[src/rtl/keypad_scanner.sv]
// 4x4 keypad scanner: column drive, row synchronizer, press/release debounce.
// Optional auto-repeat while a key is held is enabled by defining KEYPAD_REPEAT_EN.
module keypad_scanner #(
    parameter int SCAN_DIV        = 4800,
    parameter int DEBOUNCE_CYCLES = 960000,
    parameter int REPEAT_CYCLES   = 24000000
) (
    input  logic       clk,
    input  logic       reset,
    input  logic [3:0] row_keys,
    output logic [3:0] col_keys,
    output logic [3:0] key_code,
    output logic       key_valid,
    output logic       key_held
);

    localparam int DIV_W = $clog2(SCAN_DIV);
    localparam int DEB_W = $clog2(DEBOUNCE_CYCLES + 1);
    localparam logic [DIV_W-1:0] DIV_LAST = DIV_W'(SCAN_DIV - 1);
    localparam logic [DEB_W-1:0] DEB_LAST = DEB_W'(DEBOUNCE_CYCLES - 1);

    typedef enum logic [1:0] {SCAN = 2'd0, DEBOUNCE = 2'd1, HOLD = 2'd2, RELEASE = 2'd3} state_t;

    state_t           state_q, state_d;
    logic [3:0]       row_meta_q, row_sync_q;
    logic [DIV_W-1:0] div_q, div_d;
    logic [DEB_W-1:0] deb_q, deb_d;
    logic [3:0]       col_q, col_d;
    logic [3:0]       row_lat_q, row_lat_d;
    logic [3:0]       key_code_q, key_code_d;
    logic             key_valid_q, key_valid_d;
    logic             key_held_q, key_held_d;
    logic             lat_row_low_s;

`ifdef KEYPAD_REPEAT_EN
    localparam int REP_W = $clog2(REPEAT_CYCLES + 1);
    localparam logic [REP_W-1:0] REP_LAST = REP_W'(REPEAT_CYCLES - 1);
    logic [REP_W-1:0] rep_q, rep_d;
`endif

    function automatic logic is_onehot(input logic [3:0] v);
        is_onehot = (v != 4'd0) && ((v & (v - 4'd1)) == 4'd0);
    endfunction

    function automatic logic [1:0] onehot_idx(input logic [3:0] v);
        case (v)
            4'b0001: onehot_idx = 2'd0;
            4'b0010: onehot_idx = 2'd1;
            4'b0100: onehot_idx = 2'd2;
            4'b1000: onehot_idx = 2'd3;
            default: onehot_idx = 2'd0;
        endcase
    endfunction

    function automatic logic [3:0] key_map(input logic [3:0] row, input logic [3:0] col);
        case ({onehot_idx(row), onehot_idx(col)})
            4'h0: key_map = 4'h1;  4'h1: key_map = 4'h2;  4'h2: key_map = 4'h3;  4'h3: key_map = 4'hA;
            4'h4: key_map = 4'h4;  4'h5: key_map = 4'h5;  4'h6: key_map = 4'h6;  4'h7: key_map = 4'hB;
            4'h8: key_map = 4'h7;  4'h9: key_map = 4'h8;  4'hA: key_map = 4'h9;  4'hB: key_map = 4'hC;
            4'hC: key_map = 4'hE;  4'hD: key_map = 4'h0;  4'hE: key_map = 4'hF;  4'hF: key_map = 4'hD;
            default: key_map = 4'h0;
        endcase
    endfunction

    assign lat_row_low_s = ((row_sync_q & row_lat_q) == 4'd0);

    // Next-state and datapath for the scan/debounce/hold/release sequence.
    always_comb begin
        state_d     = state_q;
        div_d       = div_q;
        deb_d       = deb_q;
        col_d       = col_q;
        row_lat_d   = row_lat_q;
        key_code_d  = key_code_q;
        key_valid_d = 1'b0;
`ifdef KEYPAD_REPEAT_EN
        rep_d       = rep_q;
`endif
        case (state_q)
            SCAN: begin
                if (div_q == DIV_LAST) begin
                    div_d = '0;
                    if (is_onehot(row_sync_q)) begin
                        row_lat_d = row_sync_q;
                        deb_d     = '0;
                        state_d   = DEBOUNCE;
                    end else begin
                        col_d = {col_q[2:0], col_q[3]};
                    end
                end else begin
                    div_d = div_q + DIV_W'(1);
                end
            end
            DEBOUNCE: begin
                if (row_sync_q == row_lat_q) begin
                    if (deb_q == DEB_LAST) begin
                        state_d     = HOLD;
                        key_code_d  = key_map(row_lat_q, col_q);
                        key_valid_d = 1'b1;
                        deb_d       = '0;
`ifdef KEYPAD_REPEAT_EN
                        rep_d       = '0;
`endif
                    end else begin
                        deb_d = deb_q + DEB_W'(1);
                    end
                end else begin
                    // Bounce: abandon the candidate and move on to the next column.
                    state_d = SCAN;
                    col_d   = {col_q[2:0], col_q[3]};
                    div_d   = '0;
                end
            end
            HOLD: begin
                if (lat_row_low_s) begin
                    deb_d   = '0;
                    state_d = RELEASE;
                end else begin
`ifdef KEYPAD_REPEAT_EN
                    if (rep_q == REP_LAST) begin
                        rep_d       = '0;
                        key_valid_d = 1'b1;
                    end else begin
                        rep_d = rep_q + REP_W'(1);
                    end
`else
                    state_d = HOLD;
`endif
                end
            end
            RELEASE: begin
                if (lat_row_low_s) begin
                    if (deb_q == DEB_LAST) begin
                        state_d = SCAN;
                        col_d   = {col_q[2:0], col_q[3]};
                        div_d   = '0;
                        deb_d   = '0;
                    end else begin
                        deb_d = deb_q + DEB_W'(1);
                    end
                end else begin
                    state_d = HOLD;
`ifdef KEYPAD_REPEAT_EN
                    rep_d   = '0;
`endif
                end
            end
            default: begin
                state_d = SCAN;
            end
        endcase
        key_held_d = (state_d == HOLD) || (state_d == RELEASE);
    end

    // State, synchronizer and registered outputs.
    always_ff @(posedge clk or negedge reset) begin
        if (!reset) begin
            state_q     <= SCAN;
            row_meta_q  <= 4'd0;
            row_sync_q  <= 4'd0;
            div_q       <= '0;
            deb_q       <= '0;
            col_q       <= 4'b0001;
            row_lat_q   <= 4'd0;
            key_code_q  <= 4'd0;
            key_valid_q <= 1'b0;
            key_held_q  <= 1'b0;
`ifdef KEYPAD_REPEAT_EN
            rep_q       <= '0;
`endif
        end else begin
            state_q     <= state_d;
            row_meta_q  <= row_keys;
            row_sync_q  <= row_meta_q;
            div_q       <= div_d;
            deb_q       <= deb_d;
            col_q       <= col_d;
            row_lat_q   <= row_lat_d;
            key_code_q  <= key_code_d;
            key_valid_q <= key_valid_d;
            key_held_q  <= key_held_d;
`ifdef KEYPAD_REPEAT_EN
            rep_q       <= rep_d;
`endif
        end
    end

    assign col_keys  = col_q;
    assign key_code  = key_code_q;
    assign key_valid = key_valid_q;
    assign key_held  = key_held_q;

endmodule

[config.mk]
export PLATFORM = sky130hd
export DESIGN_NAME = keypad_scanner
export DESIGN_NICKNAME = d
export VERILOG_FILES = /design/src/rtl/keypad_scanner.sv
export SDC_FILE = /design/constraint.sdc
export NUM_CORES = 1
export LEC_CHECK = 0
export BUFFER_PORTS_ARGS = -buffer_cell sky130_fd_sc_hd__buf_2
export CORE_ASPECT_RATIO = 1.1
export CORE_MARGIN = 2
export CORE_UTILIZATION = 55
export DETAILED_ROUTE_END_ITERATION = 8
export HOLD_SLACK_MARGIN = 0.05
export PLACE_DENSITY = 0.81
export REMOVE_ABC_BUFFERS = 1
export SKIP_CTS_REPAIR_TIMING = 1
export SLEW_MARGIN = 20
export SYNTH_ARGS = -nofsm -noshare
export SYNTH_HDL_FRONTEND = slang
export SYNTH_SLANG_ARGS = --single-unit
[constraint.sdc]
create_clock -name clk -period 4.9 [get_ports clk]
set_clock_uncertainty 0.15 [all_clocks]
set_input_delay 0.735 -clock clk [delete_from_list [all_inputs] [get_ports clk]]
set_output_delay 0.735 -clock clk [all_outputs]
set_load 0.1 [all_outputs]
==> results.py, run 1 <==
metrics = {
    "timing": {
        "finalSetupViolations": 0,
        "timing.final.max_slew_violations": 0,
        "finalHoldViolCount": 0,
        "post-route-min-period_ps": 2850,
        "rsz0062_at_grt": "no",
        "timing.setup.tns_ps": 0,
        "timing.max_slew.rel_slack_pct": 45.1,
        "worst-slew-pin-transition_ps": 824,
        "fmaxAchievable_ghz": 0.351,
        "timing.final.crit_share_pct": 58.1,
    },
    "grt": {
        "global_route_wire_length_before_repair_mm": 12.0,
        "grt-ovfl-total": 0,
        "first_global_vias": 2557,
        "grt_antenna_before_repair": 0,
        "globalRouteTotalUtil_pct": 23.5,
        "grt_start_max_net_pins": 58,
    },
    "clock_tree": {
        "cts_tree": "done",
        "cts_num_sinks": 57,
        "clkLatencyLatePin_ps": 340,
        "clkSlewWorstSetupHoldPaths_ps": 70,
        "cts_max_level": 3,
        "cts.path.max_buffers": 2,
        "cts_made_buffers": 9,
        "cts.root.buffer_cell": "sky130_fd_sc_hd__clkbuf_8",
    },
    "routing": {
        "wire_per_inst_um": 16.7,
        "detail-route-antenna-nets": 0,
        "detail_route.vias_per_cell": 6.26,
        "wl_mm": 6.97,
        "drc_errors_left": 0,
        "drtPass1Iterations": 5,
        "via_count_of_the_routed_design": 2610,
        "dr.first_iter.drc_count": 151,
    },
    "power": {
        "seq_power_share_pct": 48.2,
        "power.share.clock_pct": 49.9,
        "power_switching_w": 0.000210,
        "powerDensity_mw_per_mm2": 277,
        "reported_leakage_power_nw": 1.58,
        "switching_part_of_the_total_pct": 21.3,
        "p_int_w": 0.000778,
        "vdd_ir_drop_max_uv": 262,
        "comb_power_share_pct": 1.9,
    },
    "floorplan": {
        "io_pins": 16,
        "fp-row-count": 29,
        "initial_core_util_pct": 56.5,
        "die_area_mm2": 0.00648,
        "dieWidth_um": 76.9,
        "die_height_um": 84.2,
        "design.core.area_mm2": 0.00570,
    },
    "critical_path": {
        "critical-path-max-stage-delay_ps": 550,
        "r2r.worst_path.cells": 7,
        "required_ps": 5020,
        "crit_path_cell_trace": "ha_1 -> nor4_1 -> nand2_1 -> o21ai_0 -> buf_4 -> and2_1 -> a221o_1",
        "timing.critical_path.to_type": "register",
        "crit_start_category": "register",
        "critical_path_class": "reg -> reg",
        "critPathSlowestCell": "sky130_fd_sc_hd__o21ai_0",
        "critPathMaxFanout": 11,
        "critical_path_arrival_ps": 2960,
    },
    "min_path": {
        "whs_path_depth": 0,
        "hp-class": "reg -> reg",
    },
    "cells_and_area": {
        "final_common_cell": "sky130_fd_sc_hd__dfrtp_1",
        "layout-drive-gt1-share_pct": 17.4,
        "final_net_count": 352,
        "utilization_pct": 62.6,
        "num_antenna_cells": 0,
        "layout_common_cells": "sky130_fd_sc_hd__dfrtp_1, sky130_fd_sc_hd__nand2_1, sky130_fd_sc_hd__nor2_1",
        "area.growth.synth_to_final_pct": 10.9,
    },
    "synthesis": {
        "synth.ff_latch_count": 57,
        "synth-seq-area-share_pct": 44.4,
        "ys_warn_count": 0,
        "synthesis.area_mm2": 0.00322,
        "synthesis.area_per_instance_um2": 10.0,
        "yosys_most_used_dff": "sky130_fd_sc_hd__dfrtp_1",
        "proportion_of_register_bits_with_asynchronous_set_or_reset_after_synthesis_pct": 100,
        "synthCells": 321,
        "synth_cell_types": 55,
        "number_of_enable_type_register_cells_in_the_synthesized_netlist": 0,
    },
    "status": {
        "status": "finished clean",
    },
    "placement": {
        "numPortBuffers": 15,
        "detailed_place_hpwl_mm": 4.63,
        "gp_congestion": 0.922,
    },
    "flow_run": {
        "max_cap_violations": 0,
    },
}
-- kinds of logic (layout without fill, tap and decap cells) --
group,Yosys count,after routing,synth area share [%]
AND/OR/NAND/NOR,126,126,22.6
buffers and inverters,24,43,3.07
multiplexers,20,20,6.77
XOR/XNOR,7,7,1.91
adder cells (fa/ha/maj),11,11,4.28
AO/OA/AOI/OAI,76,76,17.0
flip-flops,57,57,44.4
-- flip-flops by register name (all words and copies together) (netlist names), 2 cells and up --
signal,cells
deb_q,20
div_q,13
col_keys,4
key_code,4
row_lat_q,4
row_meta_q,4
row_sync_q,4
state_q,2
-- final cells by class --
cell class | count | area, µm²
fillers | 480 | 2130
multi-input cells | 240 | 1690
flip-flops and latches | 57 | 1430
clock buffers | 11 | 141
repair buffers | 18 | 97.6
well taps | 77 | 96.3
clock inverters | 5 | 78.8
inverters | 9 | 33.8
-- cells in the mapped netlist (all sizes together), types with 4 or more instances --
cell,count,area [µm²]
dfrtp,56,1400
nand2,25,93.8
nor2,20,77.6
nand3,19,100
o21ai,17,85.1
mux2,14,158
a31oi,12,75.1
a21oi,11,62.6
ha,11,138
clkbuf,9,35.0
inv,9,33.8
nor3,8,50.1
nand4,7,43.8
a211oi,6,45.0
a221o,6,60.1
and2,6,37.5
and3,6,37.5
and4,6,52.6
buf,6,30.0
mux2i,6,60.1
nor4,6,52.6
xnor2,6,52.6
nand2b,5,31.3
o2bb2ai,4,35.0
-- critical path: cells and delay by family, from the launching register on --
family / cells / cell delay [ps]
compound gates: 2 / 750
fa+ha+maj: 1 / 310
buf+inv: 1 / 280
flops: 1 / 430
simple gates: 3 / 850
-- per-stage QoR --
stage	setup slack (ps)	hold slack, ps	std cells	instance area [µm²]	total power [W]
2_1_floorplan	2290	181	306	3150	0.000491
3_3_place_gp	2230	182	401	3350	0.000504
3_5_place_dp	2130	186	401	3350	0.000505
4_1_cts	2060	200	417	3570	0.000996
5_1_grt	1870	213	417	3570	0.00102
6_report	2050	198	417	3570	0.000988
-- path summary, 6_finish.rpt --
check | start | endpoint | slack (ps)
setup / recovery | row_sync_q[1] | deb_q[17] | 2050
min in group asynchronous | reset | deb_q[17] | 380
setup reg to reg | row_sync_q[1] | deb_q[17] | 2050
max in group asynchronous | reset | deb_q[9] | 3720
hold reg to reg | row_meta_q[2] | row_sync_q[2] | 200
hold / removal | row_meta_q[2] | row_sync_q[2] | 200
-- per-layer routing --
layer  part of all wire (%)  GRT usage, %
met5                      0             0
met4                    1.7          10.9
met3                    3.8          3.66
met2                     50          37.6
met1                     45          31.4
-- power by group through the flow --
stage	clock network, W	registers (W)	logic [W]
5_1_grt	0.000519	0.000477	0.0000220
2_1_floorplan	0	0.000485	0.00000595
6_report	0.000493	0.000477	0.0000189
4_1_cts	0.000500	0.000477	0.0000196
3_3_place_gp	0	0.000485	0.0000189
3_5_place_dp	0	0.000485	0.0000194
No activity file was read; power rests on OpenSTA's default activity.
==> run 2: changes to the inputs <==
- PLACE_DENSITY: 0.81 -> 0.84
- clock period: 4.9 -> 2.56 ns (I/O delays scaled with it)
==> results.py, run 2 (synthesis results as in run 1) <==
metrics = {
    "routing": {
        "dr.first_iter.drc_count": 264,
        "detail-route-antenna-nets": 0,
        "wl_mm": 7.04,
        "wire_per_inst_um": 16.0,
        "drtPass1Iterations": 4,
        "drc_errors_left": 0,
        "detail_route.vias_per_cell": 6.12,
        "via_count_of_the_routed_design": 2687,
    },
    "min_path": {
        "hold_path_end": "row_sync_q[1]",
        "hp-class": "reg -> reg",
        "whs_path_depth": 0,
        "min-delay-start": "row_meta_q[1]",
    },
    "critical_path": {
        "r2r_start": "row_sync_q[1]",
        "crit_start_category": "register",
        "critPathBufInv": 0,
        "crit_path_cell_trace": "ha_1 -> nor4_1 -> nand2_1 -> o221a_2 -> or2_4 -> a221o_1",
        "critical-path-max-stage-delay_ps": 420,
        "critical_path_class": "reg -> reg",
        "required_ps": 2630,
        "setup.reg_to_reg.worst_slack_ps": 170,
        "timing.rr.end": "deb_q[17]",
        "critical_path_arrival_ps": 2470,
        "crit_start": "row_sync_q[1]",
        "critPathMaxFanout": 8,
        "timing.critical_path.to_type": "register",
        "critPathSlowestCell": "sky130_fd_sc_hd__dfrtp_1",
        "worst_path_dominant_cell_family": "simple AND/OR/NAND/NOR gates",
        "r2r.worst_path.cells": 6,
    },
    "grt": {
        "first_global_vias": 2678,
        "grt_start_max_net_pins": 35,
        "grt_antenna_before_repair": 0,
        "global_route_wire_length_before_repair_mm": 12.5,
        "globalRouteTotalUtil_pct": 24.3,
        "grt-ovfl-total": 0,
    },
    "power": {
        "reported_leakage_power_nw": 1.68,
        "p_int_w": 0.00132,
        "seq_power_share_pct": 53.3,
        "comb_power_share_pct": 2.8,
        "switching_part_of_the_total_pct": 22.7,
        "power_switching_w": 0.000389,
        "powerDensity_mw_per_mm2": 461,
        "power.share.clock_pct": 43.9,
        "vdd_ir_drop_max_uv": 566,
    },
    "cells_and_area": {
        "layout-drive-gt1-share_pct": 21.5,
        "area.growth.synth_to_final_pct": 15.6,
        "final_common_cell": "sky130_fd_sc_hd__dfrtp_1",
        "layout_common_cells": "sky130_fd_sc_hd__dfrtp_1, sky130_fd_sc_hd__nand2_1, sky130_fd_sc_hd__nor2_1, sky130_fd_sc_hd__buf_4, sky130_fd_sc_hd__nand3_1",
        "fill_cells": 458,
        "post-route-cell-area_mm2": 0.00372,
        "largestRegisters": "deb_q: 20 flops, div_q: 13 flops",
        "regMostFlops": "deb_q",
        "num_antenna_cells": 0,
        "largest_register_ffs": 20,
        "final_net_count": 374,
    },
    "clock_tree": {
        "clkLatencyLatePin_ps": 340,
        "cts_num_sinks": 57,
        "clkSlewWorstSetupHoldPaths_ps": 60,
        "cts_tree": "done",
        "cts.root.buffer_cell": "sky130_fd_sc_hd__clkbuf_8",
        "cts.path.max_buffers": 2,
        "cts_max_level": 3,
        "cts_made_buffers": 9,
    },
    "timing": {
        "worst-slew-pin-transition_ps": 638,
        "finalSetupViolations": 0,
        "timing.max_slew.rel_slack_pct": 57.1,
        "post-route-min-period_ps": 2390,
        "timing.final.max_slew_violations": 0,
        "timing.setup.tns_ps": 0,
        "finalHoldViolCount": 0,
        "fmaxAchievable_ghz": 0.418,
        "timing.final.crit_share_pct": 93.6,
        "hold_ws_ps": 206,
        "rsz0062_at_grt": "no",
        "final.setup.worst_slack_ps": 165,
    },
    "floorplan": {
        "die_area_mm2": 0.00648,
        "initial_core_util_pct": 56.5,
        "die_height_um": 84.2,
        "fp-row-count": 29,
        "io_pins": 16,
        "dieWidth_um": 76.9,
        "design.core.area_mm2": 0.00570,
    },
    "status": {
        "status": "finished clean",
    },
    "placement": {
        "detailed_place_hpwl_mm": 4.82,
        "postPlaceCellArea_mm2": 0.00349,
        "post-place-ws_ps": 83.4,
        "numPortBuffers": 15,
        "gp_congestion": 0.890,
    },
    "flow_run": {
        "max_cap_violations": 0,
    },
}
run 2: worst register-to-register path: stages (launching register included):
cell	delay [ps]
sky130_fd_sc_hd__dfrtp_1	420
sky130_fd_sc_hd__ha_1	310
sky130_fd_sc_hd__nor4_1	320
sky130_fd_sc_hd__nand2_1	160
sky130_fd_sc_hd__o221a_2	280
sky130_fd_sc_hd__or2_4	280
sky130_fd_sc_hd__a221o_1	360
run 2: stage by stage:
stage,utilization (%),total power [W],std cells
CTS,64.2,0.00172,434
detailed placement,61.2,0.000972,418
finish,65.3,0.00171,439
global placement,61.2,0.000969,418
floorplan,-,0.000939,306
global route,65.3,0.00177,439
run 2: layout make-up:
cell class	count	area, µm²	share of cell area, %
Timing Repair Buffer	40	288	7.74
Tap cell	77	96.3	2.59
Sequential cell	57	1430	38.4
Multi-Input combinational cell	240	1700	45.7
Clock buffer	13	159	4.27
Inverter	9	33.8	0.909
Clock inverter	3	15.0	0.404
run 2: power groups by stage:
stage | Clock (W) | Combinational [W] | Sequential, W
floorplan | 0 | 0.0000114 | 0.000928
global placement | 0 | 0.0000409 | 0.000928
detailed placement | 0 | 0.0000425 | 0.000929
CTS | 0.000768 | 0.0000426 | 0.000913
global route | 0.000807 | 0.0000535 | 0.000913
finish | 0.000753 | 0.0000473 | 0.000913
run 2: routing by layer:
| metal | share of wire, % | track usage (%) | vias up |
|---|---|---|---|
| met3 | 4.3 | 6.34 | 20 |
| met4 | 2.2 | 11.2 | 0 |
| met5 | 0 | 0 | - |
| met2 | 49 | 40.2 | 68 |
| li1 | - | - | 1282 |
| met1 | 44 | 29.9 | 1317 |
run 2: how the worst max path moves through the flow:
stage / to / slack (ps) / depth (start not counted)
after detailed placement: deb_q[19] / 80 / 6
after global placement: deb_q[19] / 160 / 6
after floorplan: deb_q[11] / -50 / 6
after global routing: col_keys[2] / 40 / 6
final: deb_q[17] / 170 / 6
after CTS: deb_q[17] / 70 / 6
==> run 3: changes to the inputs <==
==> constraint.sdc (replaced) <==
create_clock -name clk -period 2.56 [get_ports clk]
set_clock_uncertainty 0.15 [all_clocks]
set_input_delay 0.256 -clock clk [delete_from_list [all_inputs] [get_ports clk]]
set_output_delay 0.256 -clock clk [all_outputs]
set_load 0.1 [all_outputs]
==> results.py, run 3 (synthesis results as in run 1) <==
metrics = {
    "grt": {
        "grt_start_max_net_pins": 25,
        "global_route_wire_length_before_repair_mm": 12.7,
        "grt-ovfl-total": 0,
        "grt_antenna_before_repair": 0,
        "first_global_vias": 2700,
        "globalRouteTotalUtil_pct": 24.8,
    },
    "clock_tree": {
        "cts_max_level": 3,
        "cts.root.buffer_cell": "sky130_fd_sc_hd__clkbuf_8",
        "cts_made_buffers": 9,
        "clkLatencyLatePin_ps": 350,
        "cts_num_sinks": 57,
        "clkSlewWorstSetupHoldPaths_ps": 70,
        "cts_tree": "done",
        "cts.path.max_buffers": 2,
    },
    "timing": {
        "worst-slew-pin-transition_ps": 623,
        "timing.max_slew.rel_slack_pct": 58.2,
        "fmaxAchievable_ghz": 0.404,
        "timing.final.crit_share_pct": 96.6,
        "finalSetupViolations": 0,
        "rsz0062_at_grt": "no",
        "timing.setup.tns_ps": 0,
        "finalHoldViolCount": 0,
        "post-route-min-period_ps": 2470,
        "timing.final.max_slew_violations": 0,
    },
    "cells_and_area": {
        "layout_common_cells": "sky130_fd_sc_hd__dfrtp_1, sky130_fd_sc_hd__nand2_1, sky130_fd_sc_hd__nor2_1, sky130_fd_sc_hd__buf_4, sky130_fd_sc_hd__nand3_1",
        "layout-drive-gt1-share_pct": 22.2,
        "largestRegisters": "deb_q: 20 flops, div_q: 13 flops",
        "regMostFlops": "deb_q",
        "utilization_pct": 65.1,
        "num_antenna_cells": 0,
        "final_net_count": 373,
        "largest_register_ffs": 20,
        "final_common_cell": "sky130_fd_sc_hd__dfrtp_1",
        "area.growth.synth_to_final_pct": 15.2,
        "fill_cells": 459,
    },
    "floorplan": {
        "io_pins": 16,
        "design.core.area_mm2": 0.00570,
        "dieWidth_um": 76.9,
        "initial_core_util_pct": 56.5,
        "die_height_um": 84.2,
        "fp-row-count": 29,
        "die_area_mm2": 0.00648,
    },
    "routing": {
        "wire_per_inst_um": 17.2,
        "via_count_of_the_routed_design": 2767,
        "drtPass1Iterations": 4,
        "detail-route-antenna-nets": 0,
        "wl_mm": 7.55,
        "drc_errors_left": 0,
        "detail_route.vias_per_cell": 6.32,
        "dr.first_iter.drc_count": 226,
    },
    "critical_path": {
        "critical_path_class": "reg -> reg",
        "critical_path_arrival_ps": 2550,
        "crit_start_category": "register",
        "required_ps": 2640,
        "critPathMaxFanout": 8,
        "critPathSlowestCell": "sky130_fd_sc_hd__dfrtp_1",
        "critical-path-max-stage-delay_ps": 440,
        "crit_path_cell_trace": "ha_1 -> nor4_1 -> nand2_1 -> o221a_2 -> or2_4 -> a221o_1",
        "timing.critical_path.to_type": "register",
    },
    "flow_run": {
        "max_cap_violations": 0,
    },
    "power": {
        "powerDensity_mw_per_mm2": 461,
        "reported_leakage_power_nw": 1.66,
        "vdd_ir_drop_max_uv": 529,
    },
    "min_path": {
        "hp-class": "in -> async",
    },
    "placement": {
        "gp_congestion": 0.884,
        "numPortBuffers": 15,
        "detailed_place_hpwl_mm": 5.10,
    },
    "status": {
        "status": "finished clean",
    },
}
run 3: layout make-up:
class | instances | area [µm²] | share of cell area (%)
repair buffers | 39 | 268 | 7.22
flip-flops and latches | 57 | 1430 | 38.5
well taps | 77 | 96.3 | 2.60
inverters | 9 | 33.8 | 0.911
multi-input cells | 240 | 1700 | 45.9
clock inverters | 7 | 55.1 | 1.48
clock buffers | 9 | 124 | 3.34
run 3: power breakdown:
group | total (W) | leakage [nW] | internal (W) | switching [W]
Sequential | 0.000912 | 0.760 | 0.000907 | 0.00000544
Combinational | 0.0000464 | 0.819 | 0.0000167 | 0.0000297
Clock | 0.000749 | 0.0858 | 0.000356 | 0.000393
Total | 0.00171 | 1.66 | 0.00128 | 0.000428
run 3: worst paths after layout:
kind,startpoint,endpoint,slack [ps],depth (start not counted)
worst max-delay path,row_sync_q[0],deb_q[15],90,6
worst min-delay path,reset,div_q[1],210,2
worst max register to register,row_sync_q[0],deb_q[15],90,6
worst min register to register,row_meta_q[3],row_sync_q[3],210,0
max in group asynchronous,reset,key_code[2],1380,3
min in group clk,row_meta_q[3],row_sync_q[3],210,0
run 3: critical path: cells and delay by family (launching register included):
kind                       cells  cell delay (ps)
and+or+nand+nor                3              790
AOI/OAI and AO/OA              2              650
DFF                            1              440
adders and majority gates      1              320
run 3: per-stage QoR:
step | setup slack (ps) | hold WS [ps] | total power, W | cell area (µm²) | instances
floorplan | -53.2 | -190 | 0.000939 | 3150 | 306
global placement | 188 | 47.8 | 0.000968 | 3470 | 417
detailed placement | 101 | 53.8 | 0.000971 | 3470 | 417
CTS | 62.3 | -326 | 0.00171 | 3640 | 433
global route | 20.4 | 215 | 0.00177 | 3710 | 438
finish | 86.9 | 206 | 0.00171 | 3710 | 438
run 3: per-layer routing:
metal | routed length [µm] | track usage [%]
met1 | 3140 | 30.0
met2 | 3880 | 42.9
met3 | 458 | 7.31
met4 | 68 | 7.44
met5 | 0 | 0
